## src/rtl/cpu_pkg.sv

```systemverilog
// Shared encodings for the 8-bit RISC CPU: opcodes, control states and fetch codes.
// Imported by the controller, instruction register and datapath.
package cpu_pkg;

    localparam logic [2:0] OP_NOP = 3'b000;
    localparam logic [2:0] OP_LDR = 3'b001;
    localparam logic [2:0] OP_STR = 3'b010;
    localparam logic [2:0] OP_ADD = 3'b011;
    localparam logic [2:0] OP_SUB = 3'b100;
    localparam logic [2:0] OP_JMP = 3'b101;
    localparam logic [2:0] OP_JZ  = 3'b110;
    localparam logic [2:0] OP_HLT = 3'b111;

    localparam logic [1:0] FETCH_HOLD = 2'b00;
    localparam logic [1:0] FETCH_INS  = 2'b01;
    localparam logic [1:0] FETCH_ADR  = 2'b10;

    typedef enum logic [2:0] {
        S_RST  = 3'd0,
        S_F1   = 3'd1,
        S_F2   = 3'd2,
        S_DEC  = 3'd3,
        S_MRD  = 3'd4,
        S_MWR  = 3'd5,
        S_HALT = 3'd6,
        S_ERR  = 3'd7
    } state_t;

    // Ops whose register write-back comes from the ALU rather than RAM.
    function automatic logic is_alu_op(input logic [2:0] op);
        return (op == OP_ADD) || (op == OP_SUB);
    endfunction

endpackage

```

## src/rtl/mem_wait_timer.sv

```systemverilog
// Counts un-acknowledged RAM wait cycles; expired is high during the last allowed un-acked cycle.
// Clear has priority over enable; the count only moves while enabled.
module mem_wait_timer #(
    parameter int MEM_TIMEOUT = 16
) (
    input  logic clk,
    input  logic rst,
    input  logic clear,
    input  logic enable,
    output logic expired
);

    localparam int CW = $clog2(MEM_TIMEOUT + 1);

    logic [CW-1:0] cnt;

    always_ff @(posedge clk or negedge rst) begin
        if (!rst) begin
            cnt <= '0;
        end else if (clear) begin
            cnt <= '0;
        end else if (enable) begin
            cnt <= cnt + CW'(1);
        end
    end

    assign expired = (cnt == CW'(MEM_TIMEOUT - 1));

endmodule

```

## src/rtl/cpu_ctrl.sv

```systemverilog
// Main control FSM of the 8-bit RISC CPU: fetches two-byte instructions, decodes them and
// drives PC, RAM, ALU and register-file strobes; counts retired instructions.
module cpu_ctrl
    import cpu_pkg::*;
#(
    parameter int MEM_TIMEOUT = 16,
    parameter int ICNT_W      = 16
) (
    input  logic              clk,
    input  logic              rst,
    input  logic [2:0]        ins,
    input  logic              zero,
    input  logic              mem_ack,
    input  logic              go,
    output logic [1:0]        fetch,
    output logic              pc_inc,
    output logic              pc_load,
    output logic              ram_rd,
    output logic              ram_wr,
    output logic              reg_wr,
    output logic              wb_sel,
    output logic              alu_op,
    output logic              halt,
    output logic              err,
    output logic [ICNT_W-1:0] icount
);

    state_t            state;
    state_t            state_nxt;
    logic              in_mem;
    logic              expired;
    logic              retire;
    logic [ICNT_W-1:0] icount_q;

    assign in_mem = (state == S_MRD) || (state == S_MWR);

    mem_wait_timer #(
        .MEM_TIMEOUT(MEM_TIMEOUT)
    ) u_timer (
        .clk    (clk),
        .rst    (rst),
        .clear  (!in_mem),
        .enable (in_mem && !mem_ack),
        .expired(expired)
    );

    always_ff @(posedge clk or negedge rst) begin
        if (!rst) begin
            state <= S_RST;
        end else begin
            state <= state_nxt;
        end
    end

    always_comb begin
        state_nxt = state;
        case (state)
            S_RST: state_nxt = S_F1;
            S_F1:  state_nxt = S_F2;
            S_F2:  state_nxt = S_DEC;
            S_DEC: begin
                case (ins)
                    OP_HLT:                 state_nxt = S_HALT;
                    OP_STR:                 state_nxt = S_MWR;
                    OP_LDR, OP_ADD, OP_SUB: state_nxt = S_MRD;
                    default:                state_nxt = S_F1;
                endcase
            end
            S_MRD, S_MWR: begin
                // An ack in the final allowed cycle still completes the access.
                if (mem_ack) begin
                    state_nxt = S_F1;
                end else if (expired) begin
                    state_nxt = S_ERR;
                end
            end
            S_HALT: if (go) state_nxt = S_F1;
            S_ERR:  state_nxt = S_ERR;
            default: state_nxt = S_RST;
        endcase
    end

    always_comb begin
        fetch   = FETCH_HOLD;
        pc_inc  = 1'b0;
        pc_load = 1'b0;
        ram_rd  = 1'b0;
        ram_wr  = 1'b0;
        reg_wr  = 1'b0;
        wb_sel  = 1'b0;
        alu_op  = 1'b0;
        halt    = 1'b0;
        err     = 1'b0;
        case (state)
            S_F1: begin
                fetch  = FETCH_INS;
                pc_inc = 1'b1;
            end
            S_F2: begin
                fetch  = FETCH_ADR;
                pc_inc = 1'b1;
            end
            S_DEC: pc_load = (ins == OP_JMP) || ((ins == OP_JZ) && zero);
            S_MRD: begin
                ram_rd = 1'b1;
                if (mem_ack) begin
                    reg_wr = 1'b1;
                    wb_sel = is_alu_op(ins);
                    alu_op = (ins == OP_SUB);
                end
            end
            S_MWR:  ram_wr = 1'b1;
            S_HALT: halt = 1'b1;
            S_ERR: begin
                halt = 1'b1;
                err  = 1'b1;
            end
            default: ;
        endcase
    end

    // An instruction retires when control leaves it for the next fetch or for HALT.
    assign retire = ((state == S_DEC) && ((state_nxt == S_F1) || (state_nxt == S_HALT))) ||
                    (in_mem && (state_nxt == S_F1));

    always_ff @(posedge clk or negedge rst) begin
        if (!rst) begin
            icount_q <= '0;
        end else if (retire) begin
            icount_q <= icount_q + ICNT_W'(1);
        end
    end

    assign icount = icount_q;

endmodule

```

## config.mk

```make
export PLATFORM = sky130hd
export DESIGN_NAME = cpu_ctrl
export DESIGN_NICKNAME = d
export VERILOG_FILES = /design/src/rtl/cpu_pkg.sv /design/src/rtl/mem_wait_timer.sv /design/src/rtl/cpu_ctrl.sv
export SDC_FILE = /design/constraint.sdc
export NUM_CORES = 1
export LEC_CHECK = 0
export ABC_AREA = 1
export CORE_ASPECT_RATIO = 0.9
export CORE_MARGIN = 2
export CORE_UTILIZATION = 35
export CTS_BUF_LIST = sky130_fd_sc_hd__clkbuf_4 sky130_fd_sc_hd__clkbuf_8
export DETAILED_ROUTE_END_ITERATION = 12
export PLACE_DENSITY = 0.65
export SKIP_LAST_GASP = 1
export SLEW_MARGIN = 20
export SYNTH_ARGS = -nofsm -noshare
export SYNTH_HDL_FRONTEND = slang
export SYNTH_SLANG_ARGS = --single-unit
export TNS_END_PERCENT = 20
```

## constraint.sdc

```tcl
create_clock -name clk -period 4.8 [get_ports clk]
set_input_delay 0.96 -clock clk [delete_from_list [all_inputs] [get_ports clk]]
set_output_delay 0.96 -clock clk [all_outputs]
set_load 0.005 [all_outputs]
```

; ---- Word-level counts from Yosys, hierarchy flattened
; Index checks and enable logic that the tools add are counted.
[word_totals]
out_inout_bits = 27
in_bits = 8
wordCells = 58
ff_bits = 24
[op_classes]
eq_ne = 18
muxes = 20
n_addsub = 2
n_reduce_logical = 15
[ops]
columns = cell, n
row1 = $eq 3x3->1 const B, 9
row2 = $pmux 3 s7, 1
row3 = $add 16x1->16 const B, 1
row4 = $eq 3x2->1 const B, 4
row5 = $mux 1, 12
row6 = $mux 5, 2
row7 = $eq 3x1->1 const B, 3
row8 = $mux 3, 3
row9 = $pmux 3 s3, 1
row10 = $reduce_or 2->1, 3
row11 = $add 5x1->5 const B, 1
row12 = $eq 5x4->1 const B, 1
row13 = $logic_or 1x1->1, 5
row14 = $logic_and 1x1->1, 4
row15 = $pmux 2 s2, 1
row16 = $logic_not 3->1, 1
row17 = $reduce_or 3->1, 1
row18 = $ne 2x1->1 const B, 1
row19 = $logic_not 1->1, 1

; ---- Depth between registers and ports, before layout
[depth]
ltp_word = 8
depth_mapped = 13

; ---- Hierarchy
; Synthesis repeated with hierarchy kept, for this count alone.
[hier_totals]
cells_unflattened = 226
area_unflattened_um2 = 1581.5
[modules_own_cells]
columns = mod, area_each_um2, seq_area_each_um2, instances, cells_per_inst
row1 = cpu_ctrl, 1317.5, 475.5, 1, 195
row2 = mem_wait_timer, 264.0, 125.1, 1, 31

; ---- Worst setup path after synthesis
; Ideal clock, no wire load.
[synth_path]
path_kind = input to output
from = input mem_ack
to = output wb_sel
t_arrival_ps = 1589
cell_stages = 6
setup_slack_ps = 2251
path_cell_list = inv_1 > nor2_1 > inv_1 > nor2_1 > inv_1 > a21oi_1
[synth_between]
elab_chain_len = 2
[synth_rtl]
columns = item, line_no
row1 = "start, declared", cpu_ctrl.sv:13  ; input logic mem_ack,
row2 = $mux 1, cpu_ctrl.sv:106  ; if (mem_ack) begin
row3 = $mux 1, cpu_ctrl.sv:94  ; case (state)
row4 = "end, declared", cpu_ctrl.sv:21  ; output logic wb_sel,
; Every way passes these cells.

; ---- Worst setup path in the final report
; Same ends and word-level chain as after synthesis.

==> results.yml <==
sta:
  rsz0062_at_grt: "false"
  setup_viol: 0
  max_freq_mhz: 276
  fin_tns_setup_ns: 0
  worst_pin_slew_ns: 0.524
  finClkSkew_ns: 0.00164
  timing.final.crit_share_pct: 75.6
  maxSlewViolCount: 0
  hold_violations: 0
  period_needed_ns: 3.63
  slew-limit-headroom_pct: 65.1
global_routing:
  grt_first_pass_wirelength_um: 5640
  grt_max_degree: 25
  antenna_found_initial: 0
  grt-busiest-layer: "met1"
  grt_overflow: 0
  grt_usage_pct: 14.7
  grt_pass1_vias: 1212
  met2_usage_pct: 20.5
  use_met3_pct: 1.82
  gr-usage-met1_pct: 23.0
drt:
  drt_iter0_markers: 71
  wl_per_cell_um: 11.3
  vias_per_cell: 4.79
  dr.pass1.iters: 4
  antenna_left: 0
  wl_um: 3320
  vias: 1404
  drc_errors: 0
layout:
  multi_input_area_um2: 823
  fill_cells: 418
  final_util_pct: 47.1
  antenna_cells: 0
  nets: 257
  layout-drive-gt1-share_pct: 5.31
  syn_to_final_growth_pct: 28.2
  regArea_um2: 601
floorplan:
  core.rowCount: 22
  start_util_pct: 36.8
  die_y_um: 66.5
  ioPinCount: 35
  die_w_um: 73.4
  die_area_um2: 4880
  core_area_um2: 4130
power_and_ir_drop:
  power.leakage_nw: 0.894
  power_density_nw_per_um2: 356
  ir_worst_vdd_mv: 0.178
clock_tree:
  cts_buffers: 3
  htreeDepth: 1
  clk_pin_slew_ns: 0.08
  cts.path.max_buffers: 2
  clock-sinks: 24
  cts_tree: "yes"
  clock_latency_ns: 0.27
  post_cts_buffers: 0
  cts_root_buf: "clkbuf_8"
  hold_buffers: 0
  ctsResizeCount: 0
synth:
  synth_area_um2: 1520
  synth_area_leader_cell: "dfrtp_1"
  synth.top_cells.by_area: "dfrtp_1 (40%), nand2_1 (18%), nand3_1 (8.6%)"
  synth.most_common_cell: "nand2_1"
  ys_types: 26
  synth_common_cells: "nand2_1 (71), nand3_1 (26), dfrtp_1 (24), nor2_1 (24), inv_1 (19)"
  yosys_warnings: 0
  syn_nets: 221
  postSynthAreaPerCell_um2: 7.23
  synth_seq_cells: 24
  synthesis.instances: 210
  synth-edff-count: 0
  async_flop_share_pct: 100
  synth_seq_area_share_pct: 39.6
  yosysTopAreaCellShare_pct: 39.6
  synth-main-ff-cell: "dfrtp_1"
setup_path:
  cp-start-kind: "input pin"
  critPathKind: "in -> out"
  cp.arrival_ns: 2.67
  crit_required_ns: 3.84
  critPathMaxFanout: 6
  endpoint_kind: "output pin"
place:
  numPortBuffers: 34
  dp_hpwl_um: 2520
  gp_congestion: 0.841
run:
  cap_violations: 0
outcome:
  status: "completed"
min_path:
  min_path_type: "reg -> reg"
[metal layers]
layer / up-vias / share of wire (%)
met5: - / 0
met4: 0 / 1.6
met3: 4 / 4.6
met2: 32 / 41
met1: 625 / 53
li1: 743 / -
[state kept, by name (all words and copies together) (netlist names)]
name / cells
state: 3
u_timer.cnt: 5
icount: 16
[cell families (layout without fill, tap and decap cells)]
group,count (synthesis),after routing,share of synthesized area [%]
AO/OA/AOI/OAI,11,11,4.04
XOR/XNOR,12,12,6.92
adder cells (fa/ha/maj),3,3,2.47
flip-flops,24,24,39.6
AND/OR/NAND/NOR,138,138,40.8
buffers and inverters,22,57,6.18
[final timing paths]
kind | from | end | slack (ns) | depth (start not counted)
max | mem_ack | wb_sel | 1.17 | 8
min | u_timer.cnt[1]$_DFFE_PN0P_ | u_timer.cnt[1]$_DFFE_PN0P_ | 0.52 | 2
max in group asynchronous | rst | state[2]$_DFF_PN0_ | 3.79 | 1
min reg2reg | u_timer.cnt[1]$_DFFE_PN0P_ | u_timer.cnt[1]$_DFFE_PN0P_ | 0.52 | 2
max reg2reg | u_timer.cnt[0]$_DFFE_PN0P_ | icount[13]$_DFFE_PN0P_ | 2.86 | 12
min in group asynchronous | rst | u_timer.cnt[2]$_DFFE_PN0P_ | 0.66 | 1
[final cells by class]
type,count,area share (%)
repair buffers,34,17.2
flip-flops and latches,24,30.9
inverters,19,3.67
multi-input cells,164,42.3
well taps,48,3.09
clock buffers,4,2.83
[cells in the final DEF, fill, tap and decap left out, drive strengths merged]
cell,instances
nand2,73
clkdlybuf4s50,33
nand3,29
nor2,26
dfrtp,24
inv,19
xor2,6
xnor2,6
a21oi,5
nor3,4
clkbuf,4
o21ai,3
nand4,3
ha,3
nand3b,2
or2,1
a31oi,1
o2111ai,1
o22ai,1
buf,1
[power by group]
part           total (W)  internal (W)  switching (W)  leakage [nW]
sequential      0.000274      0.000231      0.0000437         0.325
combinational   0.000282      0.000129       0.000153         0.540
clock           0.000137     0.0000733      0.0000637        0.0288
[through the flow]
step / total power (W) / cells / setup WS (ns) / cell area (um2) / hold slack [ns]
after floorplan: 0.000449 / 210 / 2.25 / 1520 / 0.468
after global placement: 0.000562 / 289 / 1.21 / 1900 / 0.499
after detailed placement: 0.000564 / 289 / 1.15 / 1900 / 0.498
after CTS: 0.000705 / 293 / 1.15 / 1950 / 0.518
after global routing: 0.000749 / 293 / 0.889 / 1950 / 0.550
final: 0.000693 / 293 / 1.17 / 1950 / 0.520
[worst max-delay path, cell delays in order]
cell and delay (ns):
clkdlybuf4s50_1 0.49, inv_1 0.11, nor2_1 0.19, inv_1 0.09
nor2_1 0.14, inv_1 0.07, a21oi_1 0.11, clkdlybuf4s50_1 0.51
Power figures use the tool's default switching activity.
